$ cat src/rtl/branch_fwd_unit_if.sv
// Bundle of decode-stage operand, pipeline write-back and long-op signals
// seen by branch_fwd_unit.
//   master : pipeline side, drives operand addresses/values, EX/WB and
//            long-op events; observes forwarded operands and status.
//   slave  : forwarding unit side.
// Ports carried:
//   id_rs_addr/id_rs_val          decode source addresses and RF values
//   ex_regwrite/ex_memread/ex_rd/ex_res   EX/MEM stage
//   wb_regwrite/wb_rd/wb_res      MEM/WB write-back
//   lo_issue/lo_rd/lo_done/lo_res long-latency op issue/completion
//   rs_mod/stall/lo_full/lo_err/stall_cnt outputs of the unit
interface branch_fwd_unit_if #(
    parameter int unsigned XLEN  = 32,
    parameter int unsigned NPORT = 2
);
    logic [NPORT-1:0][4:0]      id_rs_addr;
    logic [NPORT-1:0][XLEN-1:0] id_rs_val;
    logic                       ex_regwrite;
    logic                       ex_memread;
    logic [4:0]                 ex_rd;
    logic [XLEN-1:0]            ex_res;
    logic                       wb_regwrite;
    logic [4:0]                 wb_rd;
    logic [XLEN-1:0]            wb_res;
    logic                       lo_issue;
    logic [4:0]                 lo_rd;
    logic                       lo_done;
    logic [XLEN-1:0]            lo_res;
    logic [NPORT-1:0][XLEN-1:0] rs_mod;
    logic                       stall;
    logic                       lo_full;
    logic                       lo_err;
    logic [31:0]                stall_cnt;

    modport master (
        output id_rs_addr, id_rs_val,
        output ex_regwrite, ex_memread, ex_rd, ex_res,
        output wb_regwrite, wb_rd, wb_res,
        output lo_issue, lo_rd, lo_done, lo_res,
        input  rs_mod, stall, lo_full, lo_err, stall_cnt
    );

    modport slave (
        input  id_rs_addr, id_rs_val,
        input  ex_regwrite, ex_memread, ex_rd, ex_res,
        input  wb_regwrite, wb_rd, wb_res,
        input  lo_issue, lo_rd, lo_done, lo_res,
        output rs_mod, stall, lo_full, lo_err, stall_cnt
    );
endinterface

$ cat src/rtl/branch_fwd_unit.sv
// Operand forwarding and hazard detection for the decode stage.
// Tracks in-flight long-latency (div/mul) destinations in an in-order FIFO,
// forwards EX, completing long-op, one-cycle long-op bypass and WB results,
// and raises stall on load-use or pending long-op destinations.
// Ports:
//   clk    rising-edge clock
//   rst_n  asynchronous active-low reset
//   bus    branch_fwd_unit_if slave modport (all pipeline signals/outputs)
module branch_fwd_unit #(
    parameter int unsigned XLEN     = 32,
    parameter int unsigned NPORT    = 2,
    parameter int unsigned LO_DEPTH = 4
) (
    input logic              clk,
    input logic              rst_n,
    branch_fwd_unit_if.slave bus
);
    localparam int unsigned PW      = $clog2(LO_DEPTH);
    localparam logic [PW:0] DEPTH_C = (PW+1)'(LO_DEPTH);

    logic [4:0]                 q_rd [LO_DEPTH];
    logic [PW-1:0]              wr_ptr;
    logic [PW-1:0]              rd_ptr;
    logic [PW:0]                count;
    logic                       byp_valid;
    logic [4:0]                 byp_rd;
    logic [XLEN-1:0]            byp_val;
    logic                       err_q;
    logic [31:0]                stall_cnt_q;

    logic                       full;
    logic                       empty;
    logic                       push;
    logic                       pop;
    logic [4:0]                 head_rd;
    logic [NPORT-1:0][XLEN-1:0] rs_mod_c;
    logic [NPORT-1:0]           q_hit;
    logic [PW-1:0]              slot;
    logic                       stall_c;

    assign full    = (count == DEPTH_C);
    assign empty   = (count == '0);
    assign pop     = bus.lo_done && !empty;
    // A full queue still accepts an issue when the head retires the same cycle.
    assign push    = bus.lo_issue && (!full || bus.lo_done);
    assign head_rd = q_rd[rd_ptr];

    always_comb begin
        rs_mod_c = '0;
        q_hit    = '0;
        slot     = '0;
        stall_c  = 1'b0;
        for (int unsigned p = 0; p < NPORT; p++) begin
            if (bus.id_rs_addr[p] != 5'd0) begin
                // Pending destinations; the head is excluded when it retires now,
                // since its result is forwarded instead.
                for (int unsigned i = 0; i < LO_DEPTH; i++) begin
                    slot = rd_ptr + PW'(i);
                    if (((PW+1)'(i) < count) && !((i == 0) && pop) &&
                        (q_rd[slot] == bus.id_rs_addr[p]))
                        q_hit[p] = 1'b1;
                end

                if (bus.ex_regwrite && !bus.ex_memread && (bus.ex_rd == bus.id_rs_addr[p]))
                    rs_mod_c[p] = bus.ex_res;
                else if (pop && (head_rd == bus.id_rs_addr[p]))
                    rs_mod_c[p] = bus.lo_res;
                else if (byp_valid && (byp_rd == bus.id_rs_addr[p]))
                    rs_mod_c[p] = byp_val;
                else if (bus.wb_regwrite && (bus.wb_rd == bus.id_rs_addr[p]))
                    rs_mod_c[p] = bus.wb_res;
                else
                    rs_mod_c[p] = bus.id_rs_val[p];

                if ((bus.ex_regwrite && bus.ex_memread && (bus.ex_rd == bus.id_rs_addr[p])) ||
                    q_hit[p] ||
                    (bus.lo_issue && (bus.lo_rd == bus.id_rs_addr[p])))
                    stall_c = 1'b1;
            end
        end
    end

    always_ff @(posedge clk or negedge rst_n) begin
        if (!rst_n) begin
            for (int unsigned i = 0; i < LO_DEPTH; i++)
                q_rd[i] <= '0;
            wr_ptr      <= '0;
            rd_ptr      <= '0;
            count       <= '0;
            byp_valid   <= 1'b0;
            byp_rd      <= '0;
            byp_val     <= '0;
            err_q       <= 1'b0;
            stall_cnt_q <= '0;
        end else begin
            if (push) begin
                q_rd[wr_ptr] <= bus.lo_rd;
                wr_ptr       <= wr_ptr + PW'(1);
            end
            if (pop)
                rd_ptr <= rd_ptr + PW'(1);
            case ({push, pop})
                2'b10:   count <= count + (PW+1)'(1);
                2'b01:   count <= count - (PW+1)'(1);
                default: count <= count;
            endcase

            byp_valid <= pop;
            if (pop) begin
                byp_rd  <= head_rd;
                byp_val <= bus.lo_res;
            end

            if ((bus.lo_issue && full && !bus.lo_done) || (bus.lo_done && empty))
                err_q <= 1'b1;

            if (stall_c && (stall_cnt_q != '1))
                stall_cnt_q <= stall_cnt_q + 32'd1;
        end
    end

    assign bus.rs_mod    = rs_mod_c;
    assign bus.stall     = stall_c;
    assign bus.lo_full   = full;
    assign bus.lo_err    = err_q;
    assign bus.stall_cnt = stall_cnt_q;
endmodule

$ cat src/flat_wrapper.sv
// flat-port wrapper written by rule: the top's interface ports become plain ports
module branch_fwd_unit_flat 
#(
    parameter int unsigned XLEN     = 32,
    parameter int unsigned NPORT    = 2,
    parameter int unsigned LO_DEPTH = 4
)
  (clk, rst_n, bus_id_rs_addr, bus_id_rs_val, bus_ex_regwrite, bus_ex_memread, bus_ex_rd, bus_ex_res, bus_wb_regwrite, bus_wb_rd, bus_wb_res, bus_lo_issue, bus_lo_rd, bus_lo_done, bus_lo_res, bus_rs_mod, bus_stall, bus_lo_full, bus_lo_err, bus_stall_cnt);
  branch_fwd_unit_if #(.XLEN(XLEN), .NPORT(NPORT)) bus_i ();
  input logic clk;
  input logic rst_n;
  input wire logic [$bits(bus_i.id_rs_addr)-1:0] bus_id_rs_addr;
  input wire logic [$bits(bus_i.id_rs_val)-1:0] bus_id_rs_val;
  input wire logic [$bits(bus_i.ex_regwrite)-1:0] bus_ex_regwrite;
  input wire logic [$bits(bus_i.ex_memread)-1:0] bus_ex_memread;
  input wire logic [$bits(bus_i.ex_rd)-1:0] bus_ex_rd;
  input wire logic [$bits(bus_i.ex_res)-1:0] bus_ex_res;
  input wire logic [$bits(bus_i.wb_regwrite)-1:0] bus_wb_regwrite;
  input wire logic [$bits(bus_i.wb_rd)-1:0] bus_wb_rd;
  input wire logic [$bits(bus_i.wb_res)-1:0] bus_wb_res;
  input wire logic [$bits(bus_i.lo_issue)-1:0] bus_lo_issue;
  input wire logic [$bits(bus_i.lo_rd)-1:0] bus_lo_rd;
  input wire logic [$bits(bus_i.lo_done)-1:0] bus_lo_done;
  input wire logic [$bits(bus_i.lo_res)-1:0] bus_lo_res;
  output wire logic [$bits(bus_i.rs_mod)-1:0] bus_rs_mod;
  output wire logic [$bits(bus_i.stall)-1:0] bus_stall;
  output wire logic [$bits(bus_i.lo_full)-1:0] bus_lo_full;
  output wire logic [$bits(bus_i.lo_err)-1:0] bus_lo_err;
  output wire logic [$bits(bus_i.stall_cnt)-1:0] bus_stall_cnt;
  assign bus_i.id_rs_addr = bus_id_rs_addr;
  assign bus_i.id_rs_val = bus_id_rs_val;
  assign bus_i.ex_regwrite = bus_ex_regwrite;
  assign bus_i.ex_memread = bus_ex_memread;
  assign bus_i.ex_rd = bus_ex_rd;
  assign bus_i.ex_res = bus_ex_res;
  assign bus_i.wb_regwrite = bus_wb_regwrite;
  assign bus_i.wb_rd = bus_wb_rd;
  assign bus_i.wb_res = bus_wb_res;
  assign bus_i.lo_issue = bus_lo_issue;
  assign bus_i.lo_rd = bus_lo_rd;
  assign bus_i.lo_done = bus_lo_done;
  assign bus_i.lo_res = bus_lo_res;
  assign bus_rs_mod = bus_i.rs_mod;
  assign bus_stall = bus_i.stall;
  assign bus_lo_full = bus_i.lo_full;
  assign bus_lo_err = bus_i.lo_err;
  assign bus_stall_cnt = bus_i.stall_cnt;
  branch_fwd_unit #(.XLEN(XLEN), .NPORT(NPORT), .LO_DEPTH(LO_DEPTH)) u_core (.clk(clk), .rst_n(rst_n), .bus(bus_i));
endmodule
$ cat config.mk
export PLATFORM = sky130hd
export DESIGN_NAME = branch_fwd_unit_flat
export DESIGN_NICKNAME = d
export VERILOG_FILES = /design/src/rtl/branch_fwd_unit_if.sv /design/src/rtl/branch_fwd_unit.sv /design/src/flat_wrapper.sv
export SDC_FILE = /design/constraint.sdc
export NUM_CORES = 1
export LEC_CHECK = 0
export BUFFER_PORTS_ARGS = -buffer_cell sky130_fd_sc_hd__buf_2
export CORE_UTILIZATION = 52
export DETAILED_ROUTE_END_ITERATION = 8
export PLACE_DENSITY = 0.83
export SLEW_MARGIN = 0
export SYNTH_ARGS = -nofsm -noshare
export SYNTH_HDL_FRONTEND = slang
export SYNTH_SLANG_ARGS = --single-unit
$ cat constraint.sdc
create_clock -name clk -period 3.69 [get_ports clk]
set_input_delay 0.1845 -clock clk [delete_from_list [all_inputs] [get_ports clk]]
set_output_delay 0.1845 -clock clk [all_outputs]
set_load 0.005 [all_outputs]
Word-level counts from Yosys, hierarchy flattened
Index checks and enable logic that the tools add are counted.
{"block": "word_totals", "regBits": 98, "out_inout_bits": 99}
{"block": "classes", "n_addsub": 7, "magnitude_cmp": 10, "eq_ne": 20, "mux": 40, "bitwise_logic": 5, "reduce_logical": 45}
{"cell": "32-bit two-way mux", "n": 10}
{"cell": "5-bit equality test", "n": 16}
{"cell": "5-bit two-way mux", "n": 9}
{"cell": "5-bit binary-select mux with 2-bit select", "n": 4}
{"cell": "32-bit by 1-bit adder with 32-bit output (second input constant)", "n": 1}
{"cell": "32-bit inequality test (second input constant)", "n": 1}
{"cell": "1-bit logical AND", "n": 30}
{"cell": "20-bit bitwise mux", "n": 1}
{"cell": "3-bit greater-or-equal comparator (second input constant)", "n": 5}
{"cell": "2-bit inverter with 3-bit output", "n": 5}
{"cell": "1-bit two-way mux", "n": 14}
{"cell": "5-bit demux with 2-bit select", "n": 1}
{"cell": "5-bit nonzero test", "n": 2}
{"cell": "1-bit logical OR", "n": 6}
{"cell": "1-bit by 3-bit less-than comparator with 1-bit output (first input constant)", "n": 2}
{"cell": "2-bit by 3-bit less-than comparator with 1-bit output (first input constant)", "n": 2}
{"cell": "3-bit one-hot mux with 2 select lines", "n": 1}
{"cell": "1-bit zero test", "n": 5}
{"cell": "2-bit by 1-bit adder with 2-bit output (second input constant)", "n": 2}
{"cell": "2-bit adder (second input constant)", "n": 2}
{"cell": "3-bit by 1-bit adder with 3-bit output (second input constant)", "n": 1}
{"cell": "3-bit equality test (second input constant)", "n": 1}
{"cell": "3-bit zero test", "n": 1}
{"cell": "3-bit by 1-bit less-than comparator with 1-bit output (second input constant)", "n": 1}
{"cell": "4 further kinds", "n": 4}

Longest topological paths before layout
Gate-level depths: netlist of the first run.
{"block": "depth", "ltp_word": 18, "ltp_mapped": 12, "ltp_nobuf": 10}

Least setup slack after synthesis of the first run
No wires, ideal clock.
{"block": "synth_timing", "path_type": "flip-flop to output port", "start": "register u_core.rd_ptr[1]", "end": "output port bus_rs_mod[10]", "t_arrival_ns": 2.451, "slack_ns": 1.054, "stages_incl_launch_ff": 12, "path_buffers": 4, "path_cell_list": "dfrtp_1 -> buf_6 -> buf_6 -> mux2i_1 -> xnor2_1 -> nor3_1 -> a21oi_1 -> or3_1 -> buf_2 -> buf_2 -> mux2i_1 -> a211oi_1"}
{"block": "synth_via", "elab_chain_cells": 9}
{"item": "start: declaration", "line_no": "branch_fwd_unit.sv:23", "source": "logic [PW-1:0] rd_ptr;"}
{"item": "start signal: assignment", "line_no": "branch_fwd_unit.sv:101", "source": "rd_ptr <= rd_ptr + PW'(1);"}
{"item": "2-bit inverter with 3-bit output (implied by the code)", "line_no": "branch_fwd_unit.sv:46", "source": "assign head_rd = q_rd[rd_ptr];"}
{"item": "5-bit binary-select mux with 2-bit select", "line_no": "branch_fwd_unit.sv:46"}
{"item": "5-bit two-way mux (implied by the code) (2 in a row)", "line_no": "branch_fwd_unit.sv:46"}
{"item": "5-bit equality test", "line_no": "branch_fwd_unit.sv:66", "source": "else if (pop && (head_rd == bus.id_rs_addr[p]))"}
{"item": "1-bit logical AND", "line_no": "branch_fwd_unit.sv:66"}
{"item": "32-bit two-way mux", "line_no": "branch_fwd_unit.sv:66"}
{"item": "32-bit two-way mux", "line_no": "branch_fwd_unit.sv:64", "source": "if (bus.ex_regwrite && !bus.ex_memread && (bus.ex_rd == bus.id_rs_addr[p]))"}
{"item": "32-bit two-way mux", "line_no": "branch_fwd_unit.sv:54", "source": "if (bus.id_rs_addr[p] != 5'd0) begin"}
{"item": "end: declaration", "line_no": "flat_wrapper.sv:25", "source": "output wire logic [$bits(bus_i.rs_mod)-1:0] bus_rs_mod;"}
No other way between the ends. The select of a mux whose other input is x is not followed.

Worst setup path in the final report of the first run
{"block": "layout_timing", "start": "register u_core.rd_ptr[1]", "end": "output port bus_rs_mod[30]"}
The elaborated chain is that of the path after synthesis.

==> results.toml, run 1 <==
[synth]
yosys_warnings = 0
synth.yosys.seq_area_share_pct = 28.9
syn-instance-count = 1042
synth_area_leaders = "dfrtp_1 29%, mux2i_1 15%, xnor2_1 8.7%"
synth_edf_count = 0
ys.flop_type = "dfrtp_1"
synth.largest_area_cell = "dfrtp_1"
synth_seq_cells = 98
syn_area_per_cell_um2 = 8.14
synth.distinct_cells = 43
netlist_area_um2 = 8490
yosys.area.top_type_share_pct = 28.9
synth_common_cells = "184 x nand2_1, 123 x mux2i_1, 108 x nor2_1"
yosysMostFrequentCell = "nand2_1"
mappedNetlistNets = 1244
synth-async-reset-ratio_pct = 100

[pwr]
powerDensity_nw_per_um2 = 564
vdd_drop_max_v = 0.000410
power_leakage_nw = 4.94

[routing]
drc = 0
wl_met2_mm = 13.1
wl_met1_mm = 11.3
viasPerCell = 5.79
met3_wirelength_mm = 2.12
route.vias.total = 8791
post_drt_wl_per_cell_um = 18.3
top_layer = "met5"
drt_iter0_drc = 675
firstDrtPassIters = 5
drt_wl_total_mm = 27.8
detail-route-antenna-nets = 0

[worst_setup_path]
arrival_ns = 3.29
required_ns = 3.51
cp_num_buf_inv = 3
startpoint_type = "flop"
startpoint = "u_core.rd_ptr[1]"
endpoint_kind = "output port"
critPathSlowestCell = "dfrtp_2"
r2r-start = "u_core.rd_ptr[1]"
rr_worst_depth = 10
crit_path_cell_trace = "buf_4, mux2i_2, xnor2_1, nor3_1, a21oi_1, or3_2, buf_4, mux2i_1, a211oi_1, buf_2"
cp_num_cells = 10
worstSetupPathType = "reg2out"
critPathTopFamily = "buffers and inverters"
slowest_delay_ns = 0.47
path_common_cell = "buf_4"
crit_fanout = 25

[cts]
clock_sinks = 98
htreeDepth = 3
insertion_delay_ns = 0.35
cts_tree = "done"
cts_setup_buffers = 0
cts_buffer_depth = 2
path_clk_slew_ns = 0.07
cts-root-buf = "clkbuf_16"
cts-buffers-inserted = 9

[hold_path]
hp-class = "in2reg"
hold_depth = 3
hold_start = "bus_lo_res[29]"

[final_layout]
drive_above_1_share_pct = 29.5
area_growth_pct = 23.1
nNetsFinal = 1491
finalNonFillerCells = 1517

[placed_design]
dpl.hpwl_mm = 20.4
gp_congestion = 0.964
place_ws_ns = 0.349
dpl.cell_count = 1493
port_buffers = 290

[timing]
relSlewSlack_pct = 38.1
final.setup.worst_slack_ns = 0.211
slew_violations = 0
setup-tns-final_ns = 0
skew_ns = 0.00859
setup_viol = 0
worst_pin_slew_ns = 0.929
clock.fmax_mhz = 287
rsz0062_at_grt = "false"
min_period_ns = 3.48
min_period_over_period_pct = 94.3
hold_violations = 0

[floorplanning]
die-area_um2 = 16800
ios = 291
die_y_um = 130
rows = 46
start_util_pct = 53.4
die_x_um = 130
coreArea_um2 = 15900

[grt]
grt_pass1_wl_mm = 42.0
grt_pass1_vias = 8310
track_usage_pct = 32.1
grt_start_max_net_pins = 72
overflow = 0
antenna_found_initial = 7

[flow_run]
cap_violations = 0

[status]
status = "finished, final reports clean"
==> report_power, final <==
group          total [W]  switching, W  leakage, nW  internal [W]
Clock           0.000918      0.000433        0.144      0.000485
Sequential       0.00184      0.000406         1.23       0.00144
Combinational    0.00312       0.00170         3.57       0.00142
Total            0.00589       0.00254         4.94       0.00335
==> worst paths after layout <==
kind / slack, ns / end
max: 0.21 / bus_rs_mod[30]
min: 0.06 / u_core.byp_val[29]
max reg2reg: 0.42 / u_core.bus.stall_cnt[1]
min reg2reg: 0.47 / u_core.bus.lo_err
max in group asynchronous: 2.23 / u_core.rd_ptr[1]
min in group asynchronous: 0.50 / u_core.bus.stall_cnt[12]
==> per-layer routing <==
layer	global-route usage [%]	vias up
met1	39.3	4165
met3	6.60	84
met5	0	-
li1	-	4123
met2	52.7	415
met4	18.8	4
==> cell type report <==
class	instances	area, um^2
repair buffers	314	1690
well taps	216	270
clock buffers	10	239
diodes	7	17.5
inverters	11	41.3
clock inverters	6	48.8
multi-input cells	855	5690
fillers	1384	5440
flip-flops and latches	98	2450
==> worst register-to-register path, cell delays in order (launching register included) <==
cell      delay (ns)
dfrtp_2         0.47
buf_4           0.23
mux2i_1         0.39
mux2i_1         0.21
xor2_1          0.18
or4_1           0.50
o211ai_1        0.29
o31ai_2         0.15
o21ai_4         0.07
buf_4           0.31
mux2_2          0.38
==> repair_timing <==
| action | 4_1_cts | 5_1_grt |
|---|---|---|
| endpoints found under the setup margin | 0 | 8 |
| hold buffers | 1 | 0 |
| gates resized for setup | 0 | 4 |
| hold endpoints to repair | 14 | 0 |
==> cell usage in the layout, fill, tap and decap left out, types with 5 or more instances in the layout <==
cell type / n
a211oi_1: 34
a21oi_1: 35
and3_1: 12
and4_1: 5
buf_2: 289
buf_4: 20
clkbuf_16: 9
dfrtp_1: 96
diode_2: 7
ha_1: 10
inv_1: 10
mux2_2: 26
mux2i_1: 122
mux2i_2: 7
nand2_1: 184
nand3_1: 17
nand4_1: 15
nor2_1: 106
nor3_1: 9
nor4_1: 11
o211ai_1: 33
o21ai_0: 67
xnor2_1: 84
xor2_1: 42
==> kinds of logic after synthesis <==
kind of cell,share of synthesized area (%)
and+or+nand+nor,20.1
AOI/OAI and AO/OA,13.0
muxes,18.9
xor gates and xnor gates,13.0
DFF,28.9
buffers and inverters,4.66
adders and majority gates,1.47
==> per-stage QoR <==
step / util [%] / instance area (um^2) / hold WS, ns / total power, W
global route: 65.7 / 10400 / 0.0699 / 0.00630
CTS: 65.6 / 10400 / 0.0494 / 0.00586
finish: 65.8 / 10400 / 0.0583 / 0.00589
detailed placement: 63.7 / 10100 / 0.373 / 0.00492
floorplan: - / 8490 / -0.111 / 0.00400
global placement: 63.7 / 10100 / 0.377 / 0.00481
==> sequential cells by signal, summed over array words and instances (netlist names) <==
signal                flops
u_core.q_rd              20
u_core.bus.lo_err         1
u_core.byp_rd             5
u_core.wr_ptr             2
u_core.rd_ptr             2
u_core.bus.stall_cnt     32
u_core.byp_val           32
u_core.count              3
u_core.byp_valid          1
Power figures use the tool's default switching activity.
==> inputs of run 2 (changes only) <==
==> constraint.sdc (replaced) <==
create_clock -name clk -period 3.69 [get_ports clk]
set_input_delay 0.738 -clock clk [delete_from_list [all_inputs] [get_ports clk]]
set_output_delay 0.738 -clock clk [all_outputs]
set_load 0.005 [all_outputs]
==> run 2 against run 1 <==
  * The run now ends with negative setup slack left
  * Flip-flop and latch count unchanged
  * Non-clock buffer count grew 44
  * Hold slack better by 0.31 ns
  * Worst setup slack got worse by 0.26 ns
  * Critical endpoint is now bus_rs_mod[15]
  * Highest routed layer unchanged
==> results.toml, run 2 (synthesis results as in run 1) <==
[routing]
route.vias.total = 8939
detail-route-antenna-nets = 0
drt_wl_total_mm = 28.9
viasPerCell = 5.73
firstDrtPassIters = 6
drt_iter0_drc = 654
drc = 0
post_drt_wl_per_cell_um = 18.5

[timing]
min_period_over_period_pct = 101
relSlewSlack_pct = 50.3
final.setup.worst_slack_ns = -0.0536
hold_violations = 0
skew_ns = 0.00611
setup_viol = 28
clock.fmax_mhz = 267
slew_violations = 0
rsz0062_at_grt = "true"
worst_pin_slew_ns = 0.743
min_period_ns = 3.74
setup-tns-final_ns = -0.672

[cts]
insertion_delay_ns = 0.34
cts-root-buf = "clkbuf_16"
cts-buffers-inserted = 9
clock_sinks = 98
cts_buffer_depth = 2
cts_tree = "done"
ctsHoldBuffers = 0
path_clk_slew_ns = 0.07
htreeDepth = 3

[worst_setup_path]
endpoint_kind = "output port"
slowest_delay_ns = 0.46
startpoint_type = "flop"
critPathSlowestCell = "or3_4"
required_ns = 2.95
r2r-start = "u_core.rd_ptr[1]"
path_common_cell = "buf_12"
r2r_end = "u_core.bus.stall_cnt[1]"
arrival_ns = 3.01
rr_worst_depth = 10
crit_path_cell_trace = "buf_12, buf_12, mux2i_4, mux2i_2, xnor2_1, nand3_1, or3_4, buf_12, buf_6, mux2i_1, a211oi_1, buf_2"
crit_fanout = 16
worstSetupPathType = "reg2out"
rrSetupSlack_ns = 0.58

[final_layout]
drive_above_1_share_pct = 33.5
finalNonFillerCells = 1561
nNetsFinal = 1535
mostFrequentLayoutCells = "288 x buf_2, 184 x nand2_1, 110 x mux2i_1, 106 x nor2_1, 98 x dfrtp_1"
fin_util_pct = 70.1
area_growth_pct = 31.3
final_common_cell = "buf_2"
nFillCells = 1304

[floorplanning]
coreArea_um2 = 15900
die_y_um = 130
die-area_um2 = 16800
die_x_um = 130
rows = 46
ios = 291
start_util_pct = 53.4

[hold_path]
hp-class = "in2async"

[placed_design]
place_ws_ns = 0.125
gp_congestion = 0.920
dpl.cell_count = 1513
dpl.hpwl_mm = 20.7
port_buffers = 290

[grt]
track_usage_pct = 32.8
grt_start_max_net_pins = 65
antenna_found_initial = 7
grt_pass1_vias = 8200
overflow = 0
grt_pass1_wl_mm = 42.8

[pwr]
power.total_w = 0.00636
powerDensity_nw_per_um2 = 571
vdd_drop_max_v = 0.000541
power_leakage_nw = 5.23

[status]
status = "finished, violations left"
violations = "negative setup slack"

[flow_run]
cap_violations = 0
[run 2: changes by cell type in the layout (fill, tap and decap cells not counted), moves of 3 or more]
cell       before  now
mux2i_1       122  110
o21ai_0        67   37
clkbuf_16       9   12
buf_12          4   14
buf_4          20   45
o21ai_1         0   30
mux2i_4         0    3
a211oi_1       34   23
a211oi_2        0   11
buf_6           0    4
mux2i_2         7   16
[run 2: power breakdown]
group	total (W)	internal (W)	switching, W	leakage (nW)
sequential	0.00182	0.00144	0.000385	1.23
clock	0.000886	0.000463	0.000423	0.134
combinational	0.00365	0.00179	0.00187	3.87
total	0.00636	0.00369	0.00267	5.23
[run 2: worst max path at each step]
stage	from	endpoint	slack [ns]	cells past startpoint
final	u_core.rd_ptr[1]	bus_rs_mod[15]	-0.05	12
after global routing	u_core.rd_ptr[1]	bus_rs_mod[20]	-0.19	11
after CTS	u_core.rd_ptr[1]	bus_rs_mod[60]	-0.002	14
after detailed placement	bus_id_rs_addr[0]	bus_stall	0.12	10
after global placement	bus_id_rs_addr[3]	bus_rs_mod[7]	0.14	10
after floorplan	bus_id_rs_addr[7]	bus_rs_mod[35]	0.42	12
[run 2: worst max-delay path: cells and delay by family (launching register included)]
kind | cells | cell delay, ns
XOR/XNOR | 1 | 0.15
multiplexers | 3 | 0.53
AND/OR/NAND/NOR | 2 | 0.59
buffers and inverters | 5 | 0.78
flip-flops | 1 | 0.40
AO/OA/AOI/OAI | 1 | 0.21
[run 2: stage by stage]
stage,hold WS [ns],area (um^2)
4_1_cts,0.389,10800
2_1_floorplan,0.442,8490
3_3_place_gp,0.462,10400
6_report,0.368,11100
3_5_place_dp,0.474,10400
5_1_grt,0.406,11100
[run 2: routing by layer]
metal	vias up	GRT usage, %	wire (um)
li1	4224	-	-
met2	382	55.1	14100
met5	-	0	23
met1	4252	40.3	11600
met3	77	6.89	2130
met4	4	15.8	1010
[run 2: cell type report]
| class | instances | area (um^2) | share of cell area [%] |
|---|---|---|---|
| clock inverter | 5 | 40.0 | 0.359 |
| multi-input combinational | 855 | 5830 | 52.3 |
| timing repair buffer | 358 | 2260 | 20.3 |
| inverter | 11 | 41.3 | 0.371 |
| antenna | 7 | 17.5 | 0.157 |
| tap | 216 | 270 | 2.43 |
| sequential | 98 | 2450 | 22.0 |
| clock buffer | 11 | 233 | 2.09 |
[run 2: repair_timing]
item | 4_1_cts | 5_1_grt
gates cloned | 2 | 4
buffers inserted | 4 | 15
gates resized for setup | 17 | 54
pin swaps | 0 | 22
setup endpoints to repair | 38 | 59
==> inputs of run 3 (changes only) <==
Settings changed: CELL_PAD_IN_SITES_DETAIL_PLACEMENT set to 1, CELL_PAD_IN_SITES_GLOBAL_PLACEMENT set to 1, CORE_UTILIZATION 52 to 37, PLACE_DENSITY 0.83 to unset, PLACE_DENSITY_LB_ADDON set to 0.1.
==> run 3 against run 2 <==
  * The flow still finishes with violations (negative setup slack)
  * Critical path depth rose by 1
  * Hold slack got worse by 0.010 ns
  * Critical path type unchanged
  * Wire length grew 16%
  * Global-route usage shrank 4.6 points
  * Total power increased by 8.8%
==> results.toml, run 3 (synthesis results as in run 1) <==
[worst_setup_path]
endpoint_kind = "output port"
worstSetupPathType = "reg2out"
required_ns = 2.95
startpoint_type = "flop"
arrival_ns = 3.10
crit_fanout = 8

[final_layout]
area_growth_pct = 36.3
final_cell_area_um2 = 11600
mostFrequentLayoutCells = "288 x buf_2, 171 x nand2_1, 106 x mux2i_1, 105 x nor2_1, 97 x dfrtp_1"
drive_above_1_share_pct = 36.4
final_common_cell = "buf_2"
nNetsFinal = 1554

[routing]
post_drt_wl_per_cell_um = 20.4
drt_wl_total_mm = 33.6
viasPerCell = 5.40
drt_iter0_drc = 408
firstDrtPassIters = 4
route.vias.total = 8883
detail-route-antenna-nets = 0
drc = 0

[timing]
slew_violations = 0
rsz0062_at_grt = "true"
min_period_ns = 3.84
setup_viol = 55
relSlewSlack_pct = 49.4
skew_ns = 0.00918
worst_pin_slew_ns = 0.756
min_period_over_period_pct = 104
hold_violations = 0
final.setup.worst_slack_ns = -0.149
clock.fmax_mhz = 260

[grt]
use_met3_pct = 3.15
antenna_found_initial = 4
grt-busiest-layer = "met2"
grtUsageMet1_pct = 35.4
grt_pass1_wl_mm = 51.9
use_met2_pct = 49.3
overflow = 0
track_usage_pct = 28.2
grt_pass1_vias = 9330
grt_start_max_net_pins = 54

[status]
violations = "negative setup slack"
status = "finished, violations left"

[flow_run]
cap_violations = 0

[placed_design]
gp_congestion = 0.907
dpl.hpwl_mm = 24.3
port_buffers = 290
placed_cell_area_um2 = 10600

[cts]
cts-root-buf = "clkbuf_16"
ctsHoldBuffers = 0
cts_tree = "done"
htreeDepth = 3
clock_sinks = 98
cts_buffer_depth = 2
insertion_delay_ns = 0.36
cts-buffers-inserted = 9
path_clk_slew_ns = 0.07

[floorplanning]
die-area_um2 = 23500
ios = 291
coreArea_um2 = 22600
rows = 55
die_y_um = 153
die_x_um = 153
start_util_pct = 37.6

[pwr]
vdd_drop_max_v = 0.000367
power_leakage_nw = 5.40
power.total_w = 0.00692
powerDensity_nw_per_um2 = 598

[hold_path]
hp-class = "in2async"
## run 3: worst paths after layout
path	slack, ns	from	end	cells after the start
worst max-delay path	-0.15	u_core.rd_ptr[1]	bus_rs_mod[2]	13
worst min-delay path	0.36	rst_n	u_core.byp_val[15]	1
worst max register to register	0.38	u_core.rd_ptr[1]	u_core.bus.stall_cnt[1]	10
worst min register to register	0.48	u_core.bus.lo_err	u_core.bus.lo_err	1
max in group asynchronous	2.61	rst_n	u_core.q_rd[13]	2
min in group clk	0.48	u_core.bus.lo_err	u_core.bus.lo_err	1
## run 3: per-layer routing
metal	routed length, um	share of wire (%)
met5	21	0.063
met4	1030	3.1
met3	1420	4.2
met2	16600	49
met1	14500	43
## run 3: per-stage QoR
| stage | hold slack [ns] | util, % | cells | TNS (ns) | setup WS (ns) |
|---|---|---|---|---|---|
| final | 0.358 | 51.2 | 1644 | -4.36 | -0.149 |
| after global placement | 0.452 | 47.1 | 1604 | 0 | 0.195 |
| after global routing | 0.398 | 51.2 | 1644 | -12.57 | -0.277 |
| after CTS | 0.367 | 50.3 | 1640 | -0.763 | -0.0532 |
| after detailed placement | 0.449 | 47.1 | 1604 | 0 | 0.176 |
| after floorplan | 0.442 | - | 1042 | 0 | 0.420 |
## run 3: layout make-up
cell class | instances | area (um^2)
clock inverters | 6 | 57.6
flip-flops and latches | 98 | 2450
inverters | 11 | 45.0
repair buffers | 377 | 2430
fillers | 2756 | 11000
diodes | 2 | 5.00
clock buffers | 10 | 239
multi-input cells | 855 | 5980
well taps | 285 | 357
## run 3: report_power, final
group          internal (W)  leakage (nW)  switching, W
Sequential          0.00144          1.23      0.000433
Combinational       0.00203          4.02       0.00207
Clock              0.000492         0.147      0.000458
Total               0.00396          5.40       0.00296
## run 3: worst max-delay path: stages (launching register included)
cell,delay [ns]
dfrtp_2,0.46
buf_12,0.15
buf_16,0.14
mux2i_1,0.20
buf_4,0.19
xnor2_1,0.07
nor2_1,0.13
a21oi_1,0.13
or3_4,0.44
buf_12,0.17
buf_4,0.16
mux2i_1,0.14
a211oi_1,0.22
buf_2,0.15
## run 3: repair_timing
action | CTS | global route
pin swaps | 27 | 41
cloned | 4 | 0
endpoints found under the setup margin | 49 | 65
buffers inserted | 16 | 5
resized for setup | 35 | 79
